$ cat src/rtl/fifo_wr_arbiter.sv
// fifo_wr_arbiter: round-robin burst arbiter feeding a FIFO write port.
module fifo_wr_arbiter #(
   parameter int DATA_WIDTH = 4,
   parameter int NUM_REQ    = 4,
   parameter int MAX_BURST  = 4
) (
   input  logic                          wr_clk,
   input  logic                          wr_rst_n,
   input  logic [NUM_REQ-1:0]            req_valid,
   input  logic [NUM_REQ*DATA_WIDTH-1:0] req_data,
   output logic [NUM_REQ-1:0]            req_ready,
   output logic [NUM_REQ-1:0]            gnt,
   input  logic                          fifo_full,
   input  logic                          fifo_afull,
   output logic                          fifo_wr_en,
   output logic [DATA_WIDTH-1:0]         fifo_wr_data
);
   localparam int LW = $clog2(NUM_REQ);
   localparam int CW = $clog2(MAX_BURST + 1);
   typedef enum logic {IDLE, BURST} state_t;
   state_t state;
   logic [LW-1:0] last_gnt, g, pick, idx;
   logic [CW-1:0] beats;
   logic accept, last_beat;
   always_comb begin
      g = '0;
      for (int i = 0; i < NUM_REQ; i++) if (gnt[i]) g = LW'(i);
   end
   // Scan from farthest to nearest so the nearest valid requester after last_gnt wins.
   always_comb begin
      pick = '0;
      idx  = '0;
      for (int k = NUM_REQ; k >= 1; k--) begin
         idx = LW'((int'(last_gnt) + k) % NUM_REQ);
         if (req_valid[idx]) pick = idx;
      end
   end
   assign accept    = state == BURST && req_valid[g] && !fifo_full && !(fifo_wr_en && fifo_afull);
   assign req_ready = accept ? gnt : '0;
   assign last_beat = beats == CW'(MAX_BURST - 1);
   always_ff @(posedge wr_clk or negedge wr_rst_n) begin
      if (!wr_rst_n) begin
         state        <= IDLE;
         gnt          <= '0;
         fifo_wr_en   <= 1'b0;
         fifo_wr_data <= '0;
         beats        <= '0;
         last_gnt     <= LW'(NUM_REQ - 1);
      end else begin
         fifo_wr_en <= accept;
         if (accept) fifo_wr_data <= req_data[int'(g)*DATA_WIDTH +: DATA_WIDTH];
         if (state == IDLE) begin
            if (|req_valid) begin
               gnt   <= NUM_REQ'(1) << pick;
               beats <= '0;
               state <= BURST;
            end
         end else begin
            if (accept) beats <= beats + 1'b1;
            if (!req_valid[g] || (accept && last_beat)) begin
               state    <= IDLE;
               gnt      <= '0;
               last_gnt <= g;
            end
         end
      end
   end
endmodule

$ cat config.mk
export PLATFORM = sky130hd
export DESIGN_NAME = fifo_wr_arbiter
export DESIGN_NICKNAME = d
export VERILOG_FILES = /design/src/rtl/fifo_wr_arbiter.sv
export SDC_FILE = /design/constraint.sdc
export NUM_CORES = 1
export LEC_CHECK = 0
export ABC_AREA = 1
export ABC_CLOCK_PERIOD_IN_PS = 3390
export BUFFER_PORTS_ARGS = -buffer_cell sky130_fd_sc_hd__buf_4
export CORE_MARGIN = 8
export CORE_UTILIZATION = 52
export CTS_CLUSTER_DIAMETER = 120
export DETAILED_ROUTE_END_ITERATION = 8
export GPL_TIMING_DRIVEN = 0
export PLACE_DENSITY = 0.83
export SLEW_MARGIN = 15
export SYNTH_ARGS = -nofsm -noshare
export SYNTH_HDL_FRONTEND = slang
export SYNTH_SLANG_ARGS = --single-unit
$ cat constraint.sdc
create_clock -name wr_clk -period 3.39 [get_ports wr_clk]
set_input_delay 0.339 -clock wr_clk [delete_from_list [all_inputs] [get_ports wr_clk]]
set_output_delay 0.339 -clock wr_clk [all_outputs]
set_load 0.02 [all_outputs]
==> impl_metrics.xml <==
<?xml version="1.0" encoding="UTF-8"?>
<metrics>
  <group name="global_routing">
    <metric name="number_of_antenna_violations_at_the_first_check_in_global_routing" unit="">0</metric>
    <metric name="grt.overflow.total" unit="">0</metric>
    <metric name="grt_start_max_net_pins" unit="">16</metric>
    <metric name="track_usage" unit="%">17.0</metric>
    <metric name="grt_pass1_vias" unit="">1182</metric>
    <metric name="grt_first_pass_wirelength" unit="mm">4.82</metric>
  </group>
  <group name="route">
    <metric name="initialDrtViolationCount" unit="">43</metric>
    <metric name="route.final.wire_length" unit="mm">2.78</metric>
    <metric name="first_pass_iters" unit="">4</metric>
    <metric name="via_count" unit="">1122</metric>
    <metric name="vias_per_cell" unit="">4.99</metric>
    <metric name="detail_route.wl_per_cell" unit="microns">12.4</metric>
    <metric name="antenna_violating_nets_post_route" unit="">0</metric>
    <metric name="route.detailed.drc" unit="">0</metric>
  </group>
  <group name="floorplanning">
    <metric name="die-area" unit="sq um">3690</metric>
    <metric name="initial_core_util" unit="%">54.1</metric>
    <metric name="die_w" unit="microns">60.7</metric>
    <metric name="io_pins" unit="">37</metric>
    <metric name="fp.dieH" unit="microns">60.7</metric>
    <metric name="core" unit="sq um">1920</metric>
    <metric name="placement_rows" unit="">16</metric>
  </group>
  <group name="yosys">
    <metric name="synthesis.area_per_instance" unit="sq um">6.62</metric>
    <metric name="synth_seq_area_share" unit="%">36.3</metric>
    <metric name="synthesis.nets" unit="">183</metric>
    <metric name="yosys.area_share.adder" unit="%">2.41</metric>
    <metric name="synthesized_area_fraction_occupied_by_ao_oa_aoi_and_oai_cells" unit="%">12.4</metric>
    <metric name="synthesis.area" unit="sq um">1040</metric>
    <metric name="yosys.cell_types.count" unit="">22</metric>
    <metric name="synth-simple-area-share" unit="%">39.5</metric>
    <metric name="netlist_instances" unit="">157</metric>
    <metric name="mux_cell_area_share_after_synthesis" unit="%">0</metric>
    <metric name="post_synth_xor_area_fraction" unit="%">0</metric>
    <metric name="ys_seq_elements" unit="">15</metric>
    <metric name="synthesis.yosys.warnings" unit="">0</metric>
    <metric name="main_combinational_cell_family_by_area_after_synthesis" unit="">simple AND/OR/NAND/NOR gates</metric>
  </group>
  <group name="clock_network">
    <metric name="cts.reportedPaths.clkPinSlew" unit="ns">0.09</metric>
    <metric name="cts_post_setup_buffers_inserted" unit="">0</metric>
    <metric name="clk_latency" unit="ns">0.28</metric>
    <metric name="max_buffers_root_to_sink" unit="">2</metric>
    <metric name="htree_num_levels" unit="">1</metric>
    <metric name="clockRootBuffer" unit="">sky130_fd_sc_hd__clkbuf_4</metric>
    <metric name="cts_resized" unit="">0</metric>
    <metric name="cts_hold_buffers" unit="">1</metric>
    <metric name="tritoncts_num_sinks" unit="">15</metric>
    <metric name="cts_tree" unit="">done</metric>
    <metric name="cts-buffers-inserted" unit="">3</metric>
  </group>
  <group name="placement">
    <metric name="buffer_ports.inserted" unit="">36</metric>
    <metric name="pre_cts_slack" unit="ns">1.49</metric>
    <metric name="place.gp.congestion" unit="">0.859</metric>
    <metric name="detailedPlacementHpwl" unit="mm">2.22</metric>
    <metric name="place.detailed.instances" unit="">220</metric>
  </group>
  <group name="setup_path">
    <metric name="critPathLaunchType" unit="">flop</metric>
    <metric name="worstSetupEndpointType" unit="">output port</metric>
    <metric name="worstReg2RegStart" unit="">last_gnt[0]$_DFFE_PN1P_</metric>
    <metric name="arrival" unit="ns">1.88</metric>
    <metric name="worstPathRequired" unit="ns">3.05</metric>
    <metric name="setup.reg_to_reg.worst_slack" unit="ns">1.76</metric>
    <metric name="worst_setup_path_endpoint" unit="">req_ready[2]</metric>
    <metric name="worstRegToRegCells" unit="">11</metric>
    <metric name="criticalPathCategory" unit="">flop to output port</metric>
    <metric name="max_fanout_on_critical_path" unit="">10</metric>
    <metric name="timing.rr.end" unit="">gnt[3]$_DFFE_PN0P_</metric>
    <metric name="critPathLaunch" unit="">gnt[3]$_DFFE_PN0P_</metric>
  </group>
  <group name="sta">
    <metric name="timing.max_slew.rel_slack" unit="%">76.9</metric>
    <metric name="layout_worst_path_cycle_share" unit="%">65.5</metric>
    <metric name="worst_slew_pin_slew" unit="ns">0.346</metric>
    <metric name="unrepaired_setup_endpoints_after_global_routing" unit="">false</metric>
    <metric name="final.setup.tns" unit="ns">0</metric>
    <metric name="max_clock_freq" unit="MHz">450</metric>
    <metric name="final_setup_viols" unit="">0</metric>
    <metric name="hold-worst-slack" unit="ns">0.393</metric>
    <metric name="fin_worst_skew" unit="ns">0.00295</metric>
    <metric name="final_critical_path_setup_slack" unit="ns">1.17</metric>
    <metric name="final_period_minus_worst_setup_slack" unit="ns">2.22</metric>
    <metric name="hold_violations" unit="">0</metric>
    <metric name="final_max_slew_viol_count" unit="">0</metric>
  </group>
  <group name="layout">
    <metric name="instances_no_fill" unit="">225</metric>
    <metric name="antenna_cells_inserted" unit="">0</metric>
    <metric name="layout_commonest_cell" unit="">sky130_fd_sc_hd__nand2_1</metric>
    <metric name="multi_input_area" unit="sq um">564</metric>
    <metric name="most-common-layout-cells" unit="">sky130_fd_sc_hd__nand2_1 (58), sky130_fd_sc_hd__buf_4 (37), sky130_fd_sc_hd__inv_1 (20)</metric>
    <metric name="final_layout_size_suffix_gt1_share" unit="%">26.8</metric>
    <metric name="nets" unit="">225</metric>
    <metric name="areaGrowthSynthToFinish" unit="%">32.7</metric>
    <metric name="n_fill_cell" unit="">177</metric>
    <metric name="sequential_cell_area" unit="sq um">378</metric>
  </group>
  <group name="pwr">
    <metric name="ir_worst_vdd" unit="mV">0.493</metric>
    <metric name="p_per_area" unit="nW/um^2">771</metric>
    <metric name="p_leak" unit="nW">0.771</metric>
  </group>
  <group name="job">
    <metric name="cap_violations" unit="">0</metric>
  </group>
  <group name="status">
    <metric name="status" unit="">completed</metric>
  </group>
  <group name="worst_hold_path">
    <metric name="timing.hold.worst.start" unit="">fifo_full</metric>
    <metric name="hold_path_class" unit="">primary input to flop</metric>
  </group>
</metrics>
-- power by group --
part,total [mW],switching [mW],internal (mW)
Sequential,0.306,0.0526,0.253
Clock,0.104,0.0585,0.0457
Combinational,0.654,0.408,0.246
Total,1.06,0.520,0.544
-- synthesized netlist by cell type --
cell type | n | share of area (%)
sky130_fd_sc_hd__nand3b_1 | 1 | 0.72
sky130_fd_sc_hd__a21oi_1 | 1 | 0.48
sky130_fd_sc_hd__inv_1 | 20 | 7.2
sky130_fd_sc_hd__nand3_1 | 13 | 6.3
sky130_fd_sc_hd__nor2_1 | 16 | 5.8
sky130_fd_sc_hd__o22ai_2 | 1 | 1.2
sky130_fd_sc_hd__nand2_4 | 1 | 1.1
sky130_fd_sc_hd__ha_1 | 2 | 2.4
sky130_fd_sc_hd__buf_6 | 1 | 1.1
sky130_fd_sc_hd__nor2_4 | 1 | 1.1
sky130_fd_sc_hd__o21ai_2 | 1 | 0.84
sky130_fd_sc_hd__o21a_1 | 1 | 0.72
sky130_fd_sc_hd__dfstp_2 | 2 | 5.1
sky130_fd_sc_hd__o21bai_1 | 2 | 1.4
sky130_fd_sc_hd__buf_4 | 1 | 0.72
sky130_fd_sc_hd__o22ai_1 | 4 | 2.4
sky130_fd_sc_hd__nand4_1 | 1 | 0.60
sky130_fd_sc_hd__nand2_1 | 58 | 21
sky130_fd_sc_hd__dfrtp_1 | 13 | 31
sky130_fd_sc_hd__nand2_2 | 5 | 3.0
sky130_fd_sc_hd__inv_2 | 1 | 0.36
sky130_fd_sc_hd__o21ai_0 | 11 | 5.3
-- kinds of logic after synthesis --
family	after synthesis
AOI/OAI and AO/OA	21
buffers and inverters	23
DFF	15
and+or+nand+nor	96
adders and majority gates	2
-- per-layer routing --
layer  routed length [microns]  up-vias  track usage, %
li1                          -      575               -
met1                      1180      512            19.0
met2                      1440       33            29.6
met3                       149        2            3.60
met4                        17        0            8.31
met5                         0        -               0
-- worst max-delay path, stage by stage (launching register included) --
cell	delay, ns
sky130_fd_sc_hd__dfrtp_1	0.43
sky130_fd_sc_hd__inv_1	0.23
sky130_fd_sc_hd__o21ai_0	0.16
sky130_fd_sc_hd__nand2_2	0.11
sky130_fd_sc_hd__nand2_2	0.06
sky130_fd_sc_hd__nor2_4	0.17
sky130_fd_sc_hd__inv_2	0.06
sky130_fd_sc_hd__buf_6	0.14
sky130_fd_sc_hd__nor2_1	0.10
sky130_fd_sc_hd__buf_4	0.15
-- area by class of cell --
class / instances / share of cell area [%]
multi-input combinational: 119 / 40.9
sequential: 15 / 27.4
timing repair buffer: 37 / 20.3
inverter: 21 / 5.71
tap: 27 / 2.45
clock buffer: 4 / 1.90
buffer: 2 / 1.36
-- how the worst min path moves through the flow --
stage | slack [ns] | endpoint | cells past startpoint
after floorplan | 0.04 | beats[0]$_DFFE_PN0P_ | 0
after global placement | 0.21 | gnt[2]$_DFFE_PN0P_ | 1
after detailed placement | 0.21 | gnt[2]$_DFFE_PN0P_ | 1
after CTS | 0.39 | fifo_wr_en$_DFF_PN0_ | 4
after global routing | 0.40 | fifo_wr_en$_DFF_PN0_ | 4
final | 0.39 | fifo_wr_en$_DFF_PN0_ | 4
-- metrics by stage --
stage	cell area (sq um)	total power [mW]	util, %
2_1_floorplan	1040	0.766	-
3_3_place_gp	1340	0.936	69.9
3_5_place_dp	1340	0.959	69.9
4_1_cts	1380	1.07	71.8
5_1_grt	1380	1.17	71.8
6_report	1380	1.06	71.8
-- registers in the layout, indices dropped and copies added (netlist names) --
name	flops
last_gnt	2
gnt	4
beats	3
fifo_wr_data	4
state	1
fifo_wr_en	1
No activity file was read; power rests on OpenSTA's default activity.
